<file path="src/rtl/alu_pkg.sv">
// alu_pkg: shared types and constants for the sequential ALU.
//   op_e    : 4-bit opcode encoding
//   FLG_*   : bit positions inside the 4-bit flags word {dz, ovf, carry, zero}
//   state_e : control FSM states
//   is_div_op(): true for the opcodes that use the iterative divider
package alu_pkg;

  typedef enum logic [3:0] {
    OP_ADD  = 4'd0,
    OP_SUB  = 4'd1,
    OP_MUL  = 4'd2,
    OP_DIV  = 4'd3,
    OP_MOD  = 4'd4,
    OP_NOTA = 4'd5,
    OP_NOTB = 4'd6,
    OP_XOR  = 4'd7,
    OP_NOR  = 4'd8,
    OP_XNOR = 4'd9,
    OP_SHL  = 4'd10,
    OP_AND  = 4'd11,
    OP_OR   = 4'd12,
    OP_INC  = 4'd13,
    OP_DEC  = 4'd14,
    OP_NAND = 4'd15
  } op_e;

  localparam int FLG_ZERO  = 0;
  localparam int FLG_CARRY = 1;
  localparam int FLG_OVF   = 2;
  localparam int FLG_DZ    = 3;

  typedef enum logic [1:0] {
    ST_IDLE = 2'd0,
    ST_BUSY = 2'd1,
    ST_HOLD = 2'd2
  } state_e;

  function automatic logic is_div_op(input op_e op);
    return (op == OP_DIV) || (op == OP_MOD);
  endfunction

endpackage

</file>
<file path="src/rtl/seq_alu_if.sv">
// seq_alu_if: operand/result handshake bundle for seq_alu.
//   in_valid/in_ready   : request channel carrying a, b, op
//   out_valid/out_ready : response channel carrying y, flags {dz, ovf, carry, zero}
//   master modport : producer of operands / consumer of results
//   slave  modport : the ALU itself
interface seq_alu_if #(
  parameter int WIDTH = 8
);

  logic              in_valid;
  logic              in_ready;
  logic [WIDTH-1:0]  a;
  logic [WIDTH-1:0]  b;
  alu_pkg::op_e      op;
  logic              out_valid;
  logic              out_ready;
  logic [WIDTH-1:0]  y;
  logic [3:0]        flags;

  modport master (
    output in_valid, a, b, op, out_ready,
    input  in_ready, out_valid, y, flags
  );

  modport slave (
    input  in_valid, a, b, op, out_ready,
    output in_ready, out_valid, y, flags
  );

endinterface

</file>
<file path="src/rtl/alu_divider.sv">
// alu_divider: unsigned restoring divider, one quotient bit per cycle.
//   clk, rst      : clock, asynchronous active-high reset
//   i_start       : load operands and begin WIDTH iterations
//   i_dividend    : dividend (sampled on i_start)
//   i_divisor     : divisor  (sampled on i_start, must be non-zero)
//   o_done        : high during the cycle of the final iteration
//   o_quotient    : final quotient, valid while o_done is high
//   o_remainder   : final remainder, valid while o_done is high
// The results are presented combinationally alongside o_done so the caller
// can register them on the same edge that retires the last iteration.
module alu_divider #(
  parameter int WIDTH = 8
) (
  input  logic             clk,
  input  logic             rst,
  input  logic             i_start,
  input  logic [WIDTH-1:0] i_dividend,
  input  logic [WIDTH-1:0] i_divisor,
  output logic             o_done,
  output logic [WIDTH-1:0] o_quotient,
  output logic [WIDTH-1:0] o_remainder
);

  localparam int CW = $clog2(WIDTH + 1);

  logic [CW-1:0]    r_cnt;
  logic             r_busy;
  logic [WIDTH-1:0] r_quot;     // dividend bits shift out of the top, quotient bits in at the bottom
  logic [WIDTH-1:0] r_rem;
  logic [WIDTH-1:0] r_divisor;

  logic [WIDTH:0]   w_shifted;
  logic [WIDTH:0]   w_trial;
  logic             w_fits;
  logic [WIDTH-1:0] w_quot_next;
  logic [WIDTH-1:0] w_rem_next;

  assign w_shifted   = {r_rem, r_quot[WIDTH-1]};
  assign w_trial     = w_shifted - {1'b0, r_divisor};
  // A wrap-around of the trial subtraction sets the top bit: divisor did not fit.
  assign w_fits      = ~w_trial[WIDTH];
  assign w_rem_next  = w_fits ? w_trial[WIDTH-1:0] : w_shifted[WIDTH-1:0];
  assign w_quot_next = {r_quot[WIDTH-2:0], w_fits};

  assign o_done      = r_busy && (r_cnt == CW'(1));
  assign o_quotient  = w_quot_next;
  assign o_remainder = w_rem_next;

  always_ff @(posedge clk or posedge rst) begin
    if (rst) begin
      r_cnt     <= '0;
      r_busy    <= 1'b0;
      r_quot    <= '0;
      r_rem     <= '0;
      r_divisor <= '0;
    end else if (i_start) begin
      r_cnt     <= CW'(WIDTH);
      r_busy    <= 1'b1;
      r_quot    <= i_dividend;
      r_rem     <= '0;
      r_divisor <= i_divisor;
    end else if (r_busy) begin
      r_quot <= w_quot_next;
      r_rem  <= w_rem_next;
      r_cnt  <= r_cnt - CW'(1);
      if (r_cnt == CW'(1)) begin
        r_busy <= 1'b0;
      end
    end
  end

endmodule

</file>
<file path="src/rtl/seq_alu.sv">
// seq_alu: handshaked ALU with registered result and status flags.
//   clk, rst : clock, asynchronous active-high reset
//   bus      : seq_alu_if slave
//              in_valid/in_ready + a, b, op  -> request
//              out_valid/out_ready + y, flags -> response, flags = {dz, ovf, carry, zero}
// Every op except DIV/MOD with b != 0 completes in the accept cycle; those two
// hand off to alu_divider and return WIDTH cycles later.
module seq_alu
  import alu_pkg::*;
#(
  parameter int WIDTH = 8
) (
  input  logic       clk,
  input  logic       rst,
  seq_alu_if.slave   bus
);

  localparam int MSB = WIDTH - 1;

  state_e           r_state;
  logic [WIDTH-1:0] r_y;
  logic [3:0]       r_flags;
  logic             r_is_mod;

  // handshake decode
  logic w_accept;
  logic w_start_div;
  logic w_load_now;

  assign bus.in_ready  = (r_state == ST_IDLE) || ((r_state == ST_HOLD) && bus.out_ready);
  assign bus.out_valid = (r_state == ST_HOLD);
  assign bus.y         = r_y;
  assign bus.flags     = r_flags;

  assign w_accept    = bus.in_valid && bus.in_ready;
  assign w_start_div = w_accept && is_div_op(bus.op) && (bus.b != '0);
  // everything else, including divide-by-zero, resolves in the accept cycle
  assign w_load_now  = w_accept && !w_start_div;

  // single-cycle datapath
  logic [WIDTH-1:0]   w_one;
  logic [WIDTH-1:0]   w_opnd;
  logic [WIDTH:0]     w_add;
  logic [WIDTH:0]     w_sub;
  logic               w_add_ovf;
  logic               w_sub_ovf;
  logic [2*WIDTH-1:0] w_prod;
  logic [WIDTH:0]     w_shl;
  logic [WIDTH-1:0]   w_y;
  logic [3:0]         w_flags;
  logic               w_carry;
  logic               w_ovf;
  logic               w_dz;

  assign w_one     = {{(WIDTH-1){1'b0}}, 1'b1};
  // INC/DEC reuse the add/sub paths with a constant second operand
  assign w_opnd    = ((bus.op == OP_INC) || (bus.op == OP_DEC)) ? w_one : bus.b;
  assign w_add     = {1'b0, bus.a} + {1'b0, w_opnd};
  assign w_sub     = {1'b0, bus.a} - {1'b0, w_opnd};
  assign w_add_ovf = (bus.a[MSB] == w_opnd[MSB]) && (w_add[MSB] != bus.a[MSB]);
  assign w_sub_ovf = (bus.a[MSB] != w_opnd[MSB]) && (w_sub[MSB] != bus.a[MSB]);
  assign w_prod    = {{WIDTH{1'b0}}, bus.a} * {{WIDTH{1'b0}}, bus.b};
  // One guard bit above the result catches the last bit shifted out; large
  // shift amounts push everything past it, giving y=0 and carry=0.
  assign w_shl     = {1'b0, bus.a} << bus.b;

  always_comb begin
    w_y     = '0;
    w_carry = 1'b0;
    w_ovf   = 1'b0;
    w_dz    = 1'b0;
    unique case (bus.op)
      OP_ADD, OP_INC: begin
        w_y     = w_add[WIDTH-1:0];
        w_carry = w_add[WIDTH];
        w_ovf   = w_add_ovf;
      end
      OP_SUB, OP_DEC: begin
        w_y     = w_sub[WIDTH-1:0];
        w_carry = w_sub[WIDTH];
        w_ovf   = w_sub_ovf;
      end
      OP_MUL: begin
        w_y     = w_prod[WIDTH-1:0];
        w_carry = |w_prod[2*WIDTH-1:WIDTH];
      end
      // only reaches the output registers when b == 0
      OP_DIV: begin
        w_y  = '1;
        w_dz = 1'b1;
      end
      OP_MOD: begin
        w_y  = bus.a;
        w_dz = 1'b1;
      end
      OP_NOTA: w_y = ~bus.a;
      OP_NOTB: w_y = ~bus.b;
      OP_XOR:  w_y = bus.a ^ bus.b;
      OP_NOR:  w_y = ~(bus.a | bus.b);
      OP_XNOR: w_y = ~(bus.a ^ bus.b);
      OP_SHL: begin
        w_y     = w_shl[WIDTH-1:0];
        w_carry = w_shl[WIDTH];
      end
      OP_AND:  w_y = bus.a & bus.b;
      OP_OR:   w_y = bus.a | bus.b;
      OP_NAND: w_y = ~(bus.a & bus.b);
      default: w_y = '0;
    endcase
    w_flags            = '0;
    w_flags[FLG_ZERO]  = (w_y == '0);
    w_flags[FLG_CARRY] = w_carry;
    w_flags[FLG_OVF]   = w_ovf;
    w_flags[FLG_DZ]    = w_dz;
  end

  // divider
  logic             w_div_done;
  logic [WIDTH-1:0] w_div_quot;
  logic [WIDTH-1:0] w_div_rem;
  logic [WIDTH-1:0] w_div_y;
  logic [3:0]       w_div_flags;

  alu_divider #(
    .WIDTH (WIDTH)
  ) u_div (
    .clk         (clk),
    .rst         (rst),
    .i_start     (w_start_div),
    .i_dividend  (bus.a),
    .i_divisor   (bus.b),
    .o_done      (w_div_done),
    .o_quotient  (w_div_quot),
    .o_remainder (w_div_rem)
  );

  always_comb begin
    w_div_y               = r_is_mod ? w_div_rem : w_div_quot;
    w_div_flags           = '0;
    w_div_flags[FLG_ZERO] = (w_div_y == '0);
  end

  // control FSM and output registers
  always_ff @(posedge clk or posedge rst) begin
    if (rst) begin
      r_state  <= ST_IDLE;
      r_y      <= '0;
      r_flags  <= '0;
      r_is_mod <= 1'b0;
    end else begin
      unique case (r_state)
        ST_IDLE, ST_HOLD: begin
          if (w_start_div) begin
            r_state  <= ST_BUSY;
            r_is_mod <= (bus.op == OP_MOD);
          end else if (w_load_now) begin
            r_state <= ST_HOLD;
            r_y     <= w_y;
            r_flags <= w_flags;
          end else if ((r_state == ST_HOLD) && bus.out_ready) begin
            r_state <= ST_IDLE;
          end
        end
        ST_BUSY: begin
          if (w_div_done) begin
            r_state <= ST_HOLD;
            r_y     <= w_div_y;
            r_flags <= w_div_flags;
          end
        end
        default: r_state <= ST_IDLE;
      endcase
    end
  end

endmodule
</file>
<file path="src/flat_wrapper.sv">
// flat-port wrapper written by rule: the top's interface ports become plain ports
module seq_alu_flat import alu_pkg::*;
#(
  parameter int WIDTH = 8
)
  (clk, rst, bus_in_valid, bus_a, bus_b, bus_op, bus_out_ready, bus_in_ready, bus_out_valid, bus_y, bus_flags);
  seq_alu_if #(.WIDTH(WIDTH)) bus_i ();
  input  logic clk;
  input  logic rst;
  input wire logic [$bits(bus_i.in_valid)-1:0] bus_in_valid;
  input wire logic [$bits(bus_i.a)-1:0] bus_a;
  input wire logic [$bits(bus_i.b)-1:0] bus_b;
  input wire logic [$bits(bus_i.op)-1:0] bus_op;
  input wire logic [$bits(bus_i.out_ready)-1:0] bus_out_ready;
  output wire logic [$bits(bus_i.in_ready)-1:0] bus_in_ready;
  output wire logic [$bits(bus_i.out_valid)-1:0] bus_out_valid;
  output wire logic [$bits(bus_i.y)-1:0] bus_y;
  output wire logic [$bits(bus_i.flags)-1:0] bus_flags;
  assign bus_i.in_valid = bus_in_valid;
  assign bus_i.a = bus_a;
  assign bus_i.b = bus_b;
  assign bus_i.op = bus_op;
  assign bus_i.out_ready = bus_out_ready;
  assign bus_in_ready = bus_i.in_ready;
  assign bus_out_valid = bus_i.out_valid;
  assign bus_y = bus_i.y;
  assign bus_flags = bus_i.flags;
  seq_alu #(.WIDTH(WIDTH)) u_core (.clk(clk), .rst(rst), .bus(bus_i));
endmodule
</file>
<file path="config.mk">
export PLATFORM = sky130hd
export DESIGN_NAME = seq_alu_flat
export DESIGN_NICKNAME = d
export VERILOG_FILES = /design/src/rtl/alu_pkg.sv /design/src/rtl/seq_alu_if.sv /design/src/rtl/alu_divider.sv /design/src/rtl/seq_alu.sv /design/src/flat_wrapper.sv
export SDC_FILE = /design/constraint.sdc
export NUM_CORES = 1
export LEC_CHECK = 0
export ABC_AREA = 1
export CAP_MARGIN = 5
export CORE_MARGIN = 5
export CORE_UTILIZATION = 55
export CTS_BUF_LIST = sky130_fd_sc_hd__clkbuf_16
export DETAILED_ROUTE_END_ITERATION = 7
export PLACE_DENSITY = 0.81
export SLEW_MARGIN = 20
export SYNTH_ARGS = -nofsm -noshare
export SYNTH_HDL_FRONTEND = slang
export SYNTH_SLANG_ARGS = --single-unit
</file>
<file path="constraint.sdc">
create_clock -name clk -period 2.2 [get_ports clk]
set_clock_uncertainty 0.05 [all_clocks]
set_input_delay 0.33 -clock clk [delete_from_list [all_inputs] [get_ports clk]]
set_output_delay 0.33 -clock clk [all_outputs]
set_load 0.01 [all_outputs]
</file>
==> run metrics <==
IO Port Bufs=37; Net Sw Frac=0.489; Slew HR=0.605; sequential share of power=0.134; GRT Util Overall=0.360; vias per cell=roughly 6; GPL Wtd Cong=1.02; final net count=about 1,500; maximum clock rate=about 240 MHz; Hold Vio Cnt, Final=0; max-slew violations=0; final setup vio count=13; Post-synth EDFFs=0; antenna violations before repair=0; M1 WL=about 11,000 microns; Pre-antenna DRT Iters=5; core area=between 10,000 and 15,000 sq um; Logic pwr share=0.778; commonest non-fill, non-tap cell in the layout=nand2_1; root buffer cell=clkbuf_16; Reg clk slew, reported paths=~0.07 ns; H-Tree Depth=2; # IOs=38; #FFs+latches synth=44; Final WS setup=-1.96 ns; largest net degree at the start of global routing=45; CP max stage cell=fa_1; Synth Instances=~1,100; clk buf depth=2; TritonCTS Buffers=5; Worst Path Max Fanout=4; Worst path max stage delay=between 0.5 and 0.6 ns; drt wl/cell=19.7 microns; routed wl met3=roughly 3200 microns; antenna fix cells=0; Syn Nets=~1,300; post-detailed-route count of antenna-violating nets=0; Syn Area/Cell=~6.4 sq um; Highest Signal Layer=met4; first-pass GRT wire length=between 40,000 and 50,000 microns; crit path time final=between 4 and 5 ns; Crit path arrival time=around 4.3 ns; run status=finished with violations; static leakage=just under 6 nW; Worst VDD drop=0.628 mV; Unique masters post-synth=44; reg2reg end=u_core.bus.flags[0]; MaxCap Viol Count=0; pre-CTS WS=-2.57 ns; RSZ-0062 raised after global routing=true; grt ovf=0; clock latency on the worst-skew pair=0.30 ns; register area share after synthesis=0.156; Sink Count=44; DIE AREA=between 15,000 and 20,000 sq um; die width=~120 microns; worst endpoint required time=around 2.3 ns; routed vias=slightly above 9,000; Slew @ Worst Pin=around 0.59 ns; final std cells w/o fill=roughly 1,500; Mapped Area=approximately 7100 sq um; die height=roughly 120 microns; commonest non-fill, non-tap cells in the layout=nand2_1 (302), buf_4 (209), inv_1 (183); delay-heaviest family, CP=adder cells; initial DRC count=between 1,000 and 1,500; Pwr Density=952 nW/um^2; Fill cells=approximately 660; Power Total=10.3 mW; Ys Warns=0; CP bufs+invs=8; Clk pwr share=0.088; prevailing post-synth register cell=dfrtp_1; Synth-to-Final Area Change=52.5%; CTS tree=yes; Core Rows=41; Post-synth ARST share=1.00; dominant cells by area after synthesis=nand2_1 (19%), dfrtp_1 (16%), ha_1 (14%); Int Power=between 5 and 6 mW; Reg2Reg Depth=19; hold_ws=approximately 0.43 ns; routed length on met2=roughly 14,000 microns; Critical Path Source Type=input port; post-synth top area share=0.187; number of global-route vias before repair=about 8,700; net switching power figure=5.02 mW; largest area contributor in the netlist=nand2_1; Worst R2R Start=u_core.u_div.r_quot[7]; share of layout cells above drive strength 1=0.360; Placed Cells=around 1,500; routed wire length=around 30,000 microns; failing checks=negative setup slack; reg-to-reg setup timing slack=-0.44 ns; setup tns final=-11.70 ns; Initial Util=0.561; Setup CP Type=in2reg; detailed placement HPWL=just under 20,000 microns; Crit. End Element=flip-flop; Min-Delay Path Class=in2async; # DRC=0; Tcrit/Tclk final=1.89
layout make-up:
type                       instances  area, sq um  area share
clock buffer                       5          125      0.0116
timing repair buffer             277         2330       0.216
tap                              172          215      0.0199
sequential                        44         1100       0.102
multi-input combinational        814         6100       0.566
inverter                         225          871      0.0807
clock inverter                     3         46.3     0.00429
worst min-delay path, stage by stage:
cell and delay [ns]:
clkdlybuf4s50_1 0.40, clkinv_1 0.04, buf_4 0.47
worst max path at each step:
stage,start,to,slack [ns],depth (start not counted)
finish,bus_a[5],u_core.bus.flags[1],-1.96,25
global route,bus_a[5],u_core.bus.flags[1],-2.19,25
CTS,bus_a[5],u_core.bus.flags[1],-1.82,27
detailed placement,bus_b[4],u_core.bus.flags[1],-2.57,27
global placement,bus_b[4],u_core.bus.flags[1],-2.48,27
floorplan,bus_a[6],u_core.bus.flags[1],-1.82,21
state kept, by name, summed over array words and instances, names as in the netlist:
register	cells
u_core.bus.flags	4
u_core.bus.y	8
u_core.r_is_mod	1
u_core.r_state	2
u_core.u_div.r_busy	1
u_core.u_div.r_cnt	4
u_core.u_div.r_divisor	8
u_core.u_div.r_quot	8
u_core.u_div.r_rem	8
layer usage:
metal / vias up / track usage
li1: 3988 / -
met1: 4240 / 0.444
met2: 687 / 0.617
met3: 193 / 0.0659
met4: 0 / 0.152
met5: - / 0
synth_stat cells (2+ instances only):
library cell	number
o221ai_1	13
a22oi_1	2
inv_2	7
xnor2_1	4
fa_1	39
clkbuf_1	10
nand3b_1	3
a21oi_1	29
o22ai_1	3
a31oi_1	5
buf_2	15
a22o_1	7
ha_1	78
buf_6	2
o21ai_0	36
dfrtp_1	44
nand4_1	19
nand2_1	352
o211ai_1	2
nor2_1	84
xor2_1	8
nand2_4	2
nand3_1	80
nor3_1	9
or2_2	6
o31ai_1	3
inv_1	217
nor2_2	11
nand2_2	4
o21bai_1	3
power by group through the flow:
stage / clock network [mW] / logic [mW] / registers (mW)
2_1_floorplan: 0 / 3.49 / 1.34
3_3_place_gp: 0 / 5.55 / 1.33
3_5_place_dp: 0 / 5.71 / 1.34
4_1_cts: 0.887 / 6.60 / 1.34
5_1_grt: 0.928 / 8.56 / 1.40
6_report: 0.900 / 8.00 / 1.38
per-stage QoR:
| step | utilization | cell area (sq um) |
|---|---|---|
| 2_1_floorplan | - | 7290 |
| 3_3_place_gp | 0.728 | 9190 |
| 3_5_place_dp | 0.728 | 9190 |
| 4_1_cts | 0.805 | 10200 |
| 5_1_grt | 0.855 | 10800 |
| 6_report | 0.855 | 10800 |
what timing repair did:
action,4_1_cts,5_1_grt
setup buffers,26,18
gates resized for setup,253,122
pin swaps,98,85
endpoints found under the setup margin,32,32
hold buffers,0,0
logic make-up after synthesis:
family / share of synthesized area
AOI/OAI and AO/OA: 0.0952
xor gates and xnor gates: 0.0149
and+or+nand+nor: 0.346
DFF: 0.156
adders and majority gates: 0.248
buffers and inverters: 0.140
No activity file was read; power rests on OpenSTA's default activity.
